==> config.mk <==
export PLATFORM = sky130hd
export DESIGN_NAME = divisor_sel
export DESIGN_NICKNAME = d
export VERILOG_FILES = /design/src/rtl/divisor_sel.sv
export SDC_FILE = /design/constraint.sdc
export NUM_CORES = 1
export LEC_CHECK = 0
export ABC_AREA = 1
export BUFFER_PORTS_ARGS = -buffer_cell sky130_fd_sc_hd__buf_4
export CAP_MARGIN = 10
export CORE_MARGIN = 2
export CORE_UTILIZATION = 56
export DETAILED_ROUTE_END_ITERATION = 12
export HOLD_SLACK_MARGIN = 0.05
export PLACE_DENSITY = 0.84
export SLEW_MARGIN = 25
export SYNTH_ARGS = -nofsm -noshare
export SYNTH_HDL_FRONTEND = slang
export SYNTH_SLANG_ARGS = --single-unit
==> constraint.sdc <==
create_clock -name clknexys_i -period 2 [get_ports clknexys_i]
set_clock_uncertainty 0.15 [all_clocks]
set_input_delay 0.1 -clock clknexys_i [delete_from_list [all_inputs] [get_ports clknexys_i]]
set_output_delay 0.1 -clock clknexys_i [all_outputs]
set_load 0.02 [all_outputs]
==> src/rtl/divisor_sel.sv <==
// Divide-select control: two bouncing push-buttons become a saturating 8-bit value
// with single-step on press and auto-repeat on hold.
module divisor_sel #(
  parameter int DEB_CYCLES    = 100000,
  parameter int HOLD_CYCLES   = 50000000,
  parameter int REPEAT_CYCLES = 10000000,
  parameter int MIN_SEL       = 1,
  parameter int MAX_SEL       = 255,
  parameter int INIT_SEL      = 49
) (
  input  logic       clknexys_i,
  input  logic       rstn_i,
  input  logic       up_i,
  input  logic       down_i,
  output logic [7:0] sel_o,
  output logic       step_o,
  output logic       at_min_o,
  output logic       at_max_o
);

  localparam int TMAX = (HOLD_CYCLES > REPEAT_CYCLES) ? HOLD_CYCLES : REPEAT_CYCLES;
  localparam int DW   = $clog2(DEB_CYCLES);
  localparam int TW   = $clog2(TMAX);

  localparam logic [DW-1:0] DEB_LAST  = DW'(DEB_CYCLES - 1);
  localparam logic [TW-1:0] HOLD_LAST = TW'(HOLD_CYCLES - 1);
  localparam logic [TW-1:0] REP_LAST  = TW'(REPEAT_CYCLES - 1);
  localparam logic [7:0]    MIN_V     = 8'(MIN_SEL);
  localparam logic [7:0]    MAX_V     = 8'(MAX_SEL);
  localparam logic [7:0]    INIT_V    = 8'(INIT_SEL);

  typedef enum logic [2:0] {
    IDLE    = 3'd0,
    HOLD_UP = 3'd1,
    HOLD_DN = 3'd2,
    REP_UP  = 3'd3,
    REP_DN  = 3'd4,
    LOCK    = 3'd5
  } state_t;

  // Bit 0 is the up button, bit 1 the down button throughout.
  logic [1:0]    raw;
  logic [1:0]    sync1_q, sync2_q, deb_q;
  logic [DW-1:0] deb_cnt_q [2];

  state_t        state_q, state_d;
  logic [TW-1:0] timer_q, timer_d;
  logic          step_up, step_dn;

  logic [7:0]    sel_q, sel_d;
  logic          step_q, step_d;
  logic          at_min_q, at_max_q;

  assign raw = {down_i, up_i};

  always_ff @(posedge clknexys_i or negedge rstn_i) begin
    if (!rstn_i) begin
      sync1_q <= '0;
      sync2_q <= '0;
      deb_q   <= '0;
      for (int i = 0; i < 2; i++) deb_cnt_q[i] <= '0;
    end else begin
      sync1_q <= raw;
      sync2_q <= sync1_q;
      for (int i = 0; i < 2; i++) begin
        // A change is accepted only after DEB_CYCLES consecutive differing samples.
        if (sync2_q[i] == deb_q[i]) begin
          deb_cnt_q[i] <= '0;
        end else if (deb_cnt_q[i] == DEB_LAST) begin
          deb_q[i]     <= sync2_q[i];
          deb_cnt_q[i] <= '0;
        end else begin
          deb_cnt_q[i] <= deb_cnt_q[i] + 1'b1;
        end
      end
    end
  end

  always_ff @(posedge clknexys_i or negedge rstn_i) begin
    if (!rstn_i) begin
      state_q <= IDLE;
      timer_q <= '0;
    end else begin
      state_q <= state_d;
      timer_q <= timer_d;
    end
  end

  always_comb begin
    state_d = state_q;
    timer_d = timer_q;
    step_up = 1'b0;
    step_dn = 1'b0;
    case (state_q)
      IDLE: begin
        timer_d = '0;
        if (deb_q[0] && deb_q[1]) begin
          state_d = LOCK;
        end else if (deb_q[0]) begin
          step_up = 1'b1;
          state_d = HOLD_UP;
        end else if (deb_q[1]) begin
          step_dn = 1'b1;
          state_d = HOLD_DN;
        end
      end
      HOLD_UP, REP_UP: begin
        if (!deb_q[0]) begin
          state_d = IDLE;
          timer_d = '0;
        end else if (deb_q[1]) begin
          state_d = LOCK;
          timer_d = '0;
        end else if (timer_q == ((state_q == HOLD_UP) ? HOLD_LAST : REP_LAST)) begin
          step_up = 1'b1;
          timer_d = '0;
          state_d = REP_UP;
        end else begin
          timer_d = timer_q + 1'b1;
        end
      end
      HOLD_DN, REP_DN: begin
        if (!deb_q[1]) begin
          state_d = IDLE;
          timer_d = '0;
        end else if (deb_q[0]) begin
          state_d = LOCK;
          timer_d = '0;
        end else if (timer_q == ((state_q == HOLD_DN) ? HOLD_LAST : REP_LAST)) begin
          step_dn = 1'b1;
          timer_d = '0;
          state_d = REP_DN;
        end else begin
          timer_d = timer_q + 1'b1;
        end
      end
      LOCK: begin
        timer_d = '0;
        if (!deb_q[0] && !deb_q[1]) state_d = IDLE;
      end
      default: begin
        state_d = IDLE;
        timer_d = '0;
      end
    endcase
  end

  // Saturation is tested before the increment so the value never wraps.
  always_comb begin
    sel_d  = sel_q;
    step_d = 1'b0;
    if (step_up && (sel_q < MAX_V)) begin
      sel_d  = sel_q + 8'd1;
      step_d = 1'b1;
    end else if (step_dn && (sel_q > MIN_V)) begin
      sel_d  = sel_q - 8'd1;
      step_d = 1'b1;
    end
  end

  always_ff @(posedge clknexys_i or negedge rstn_i) begin
    if (!rstn_i) begin
      sel_q    <= INIT_V;
      step_q   <= 1'b0;
      at_min_q <= (INIT_V == MIN_V);
      at_max_q <= (INIT_V == MAX_V);
    end else begin
      sel_q    <= sel_d;
      step_q   <= step_d;
      at_min_q <= (sel_d == MIN_V);
      at_max_q <= (sel_d == MAX_V);
    end
  end

  assign sel_o    = sel_q;
  assign step_o   = step_q;
  assign at_min_o = at_min_q;
  assign at_max_o = at_max_q;

endmodule

==> metrics <==
outcome finished with violations; violations in the final reports setup timing; number of flops mapped to enable cells by yosys 0; share of layout cells above drive strength 1 35.3%; Post-Synthesis Cell Area 4530 um2; unrepaired setup endpoints after global routing true; Tcrit/Tclk final 111%; Main synth FF type dfrtp_1; hold slack final 0.100 ns; via count 4447; final core area utilization about 78%; vias per cell 5.64; final hold vios 0; final wirelength 12500 um; pin slew with the least headroom to its limit 0.509 ns; critical path capture point type flip-flop; MaxCap Viol Count 0; Num CTS Buffers 9; leak pwr 0.00276 uW; TritonCTS Sinks 80; # setup viols final 24; CTS root buf clkbuf_8; # DRC 0; post-route setup slack -0.221 ns; post-synthesis sequential area ratio about 44%; I/O pins 15; worst vdd ir around 520 uV; asr flop ratio synth 100%; power density over the cells 480 nW/um2; die area about 8800 um2; Synth cell types 40; H-tree levels 3; vias in the first global route 4123; first-pass GRT wire length 18100 um; worst path arrival time 2.36 ns; Area growth, synth to finish 33.2%; detailed router's first-iteration violation count 279; Synth Warn # 0; Hold Path Class in -> async; Initial Util between 50% and 60%; core area 7770 um2; Power, Total between 2000 and 3000 uW; synthesized net count a little under 600; Rel. slew slack 66.0%; row count 32; initial antenna violation count 0; FMAX 450 MHz; Cells after Synth between 500 and 600; CTS tree done; Fill cells 468; Die Width 93.9 um; IO Port Bufs 14; die height 93.9 um; gr ovfl total 0; Tot GR Track Use 25.7%; largest net degree at the start of global routing 37; highest net fanout along the worst path 6; Min Clock Period, post-route 2.22 ns; register bit total from synthesis 80; clk slew on worst S/H paths 0.10 ns; Startpoint Class flip-flop; post-route antenna net violation count 0; detailed placement HPWL 7400 um; routed len/inst 15.8 um; Syn Area/Cell approximately 7.9 um2; Clock Tree Buf Depth 2; CP required 2.14 ns; area of the multi-input gates between 2000 and 3000 um2; Register Area between 2000 and 2500 um2; clock latency on the worst-skew pair 0.36 ns; diode count 0; most frequent cells in the layout nand2_1, buf_4, dfrtp_1, inv_1, nor2_1; DR pass1 iterations 5; CP Class reg -> reg; Nets between 600 and 700; Placer Congestion 0.914; count of pins over their slew limit 0
==> where the power goes <==
group | internal (uW) | switching [uW]
clock network | 500 | 652
logic | 36.7 | 66.8
registers | 1630 | 11.6
total | 2170 | 731
==> cell families (layout without fill, tap and decap cells) <==
kind of cell,after synthesis,count (layout),share of synthesized area (%)
DFF,80,80,44.3
AOI/OAI and AO/OA,60,60,8.07
muxes,2,2,0.497
and+or+nand+nor,309,309,32.4
adders and majority gates,6,6,1.66
xor gates and xnor gates,28,28,5.41
buffers and inverters,90,201,7.68
==> synth_stat cells, types with 2 or more instances <==
cell | count | area [um2]
nand2_4 | 2 | 22.5
nor3b_1 | 3 | 22.5
a21oi_1 | 21 | 105
nor3_1 | 25 | 125
xnor2_1 | 8 | 70.1
dfstp_2 | 3 | 78.8
nor2_2 | 4 | 25.0
inv_1 | 75 | 282
a31oi_1 | 4 | 25.0
nand2_2 | 7 | 43.8
nand3_2 | 4 | 40.0
o21ai_1 | 3 | 15.0
nand3_1 | 37 | 185
buf_2 | 6 | 30.0
inv_2 | 8 | 30.0
nor2_4 | 2 | 22.5
dfrtp_1 | 77 | 1930
nand2_1 | 114 | 428
nor2_1 | 78 | 293
xor2_1 | 20 | 175
mux2_2 | 2 | 22.5
o21ai_0 | 18 | 90.1
ha_1 | 6 | 75.1
nand4_1 | 9 | 56.3
nor3_2 | 5 | 50.1
a211oi_1 | 8 | 60.1
nor4_1 | 12 | 75.1
o211a_1 | 2 | 20.0
==> layer usage <==
layer / routed length [um] / share of wire (%) / track usage (%)
met5: 0 / 0 / 0
met3: 661 / 5.3 / 4.74
met1: 4870 / 39 / 31.9
met2: 6540 / 53 / 45.2
met4: 378 / 3.0 / 8.21
==> path summary, 6_finish.rpt <==
path | start | to | slack, ns | cells past startpoint
max | timer_q[9] | at_max_o | -0.22 | 16
max reg2reg | timer_q[9] | at_max_o | -0.22 | 16
min reg2reg | sync1_q[1] | sync2_q[1] | 0.21 | 0
min | rstn_i | sel_o[2] | 0.10 | 2
min in group clknexys_i | sync1_q[1] | sync2_q[1] | 0.21 | 0
max in group asynchronous | rstn_i | timer_q[19] | 0.99 | 3
==> area by class of cell <==
| class | count | area share (%) |
|---|---|---|
| sequential | 80 | 33.3 |
| timing repair buffer | 101 | 13.6 |
| clock buffer | 10 | 2.28 |
| clock inverter | 6 | 0.850 |
| tap | 102 | 2.12 |
| multi-input combinational | 405 | 42.6 |
| inverter | 84 | 5.27 |
==> sequential cells by signal, summed over array words and instances, names as in the netlist, 2 cells and up <==
| register | flops |
|---|---|
| timer_q | 26 |
| state_q | 3 |
| deb_cnt_q | 34 |
| sel_o | 8 |
| sync2_q | 2 |
| sync1_q | 2 |
| deb_q | 2 |
==> repair_timing <==
action,4_1_cts,5_1_grt
pin swaps,7,50
buffers inserted,7,26
setup endpoints to repair,16,49
endpoints found under the hold margin,82,0
gates resized for setup,20,90
hold buffers,3,0
gates cloned,0,0
==> worst max-delay path, cell delays in order (launching register included) <==
cell and delay [ns]:
dfrtp_1 0.41, inv_1 0.19, nand2_1 0.10, nor2_1 0.10, nand2_1 0.06, nand2_1 0.06, nand2_1 0.05, inv_1 0.09
nand3_1 0.08, nand2_1 0.09, nand2_2 0.13, inv_2 0.15, nand2_1 0.11, nand2_4 0.11, and2_4 0.14, nand2_2 0.04
nor2_1 0.11
==> per-stage QoR <==
step / worst slack (ns) / std cells / cell area (um2) / TNS, ns
6_report: -0.221 / 788 / 6030 / -1.51
5_1_grt: -0.375 / 788 / 6030 / -5.94
4_1_cts: -0.143 / 765 / 5540 / -0.479
3_5_place_dp: -0.156 / 740 / 5190 / -0.747
3_3_place_gp: -0.0218 / 740 / 5190 / -0.0447
2_1_floorplan: -0.00808 / 575 / 4550 / -0.00808
(Power assumes the default switching activity.)
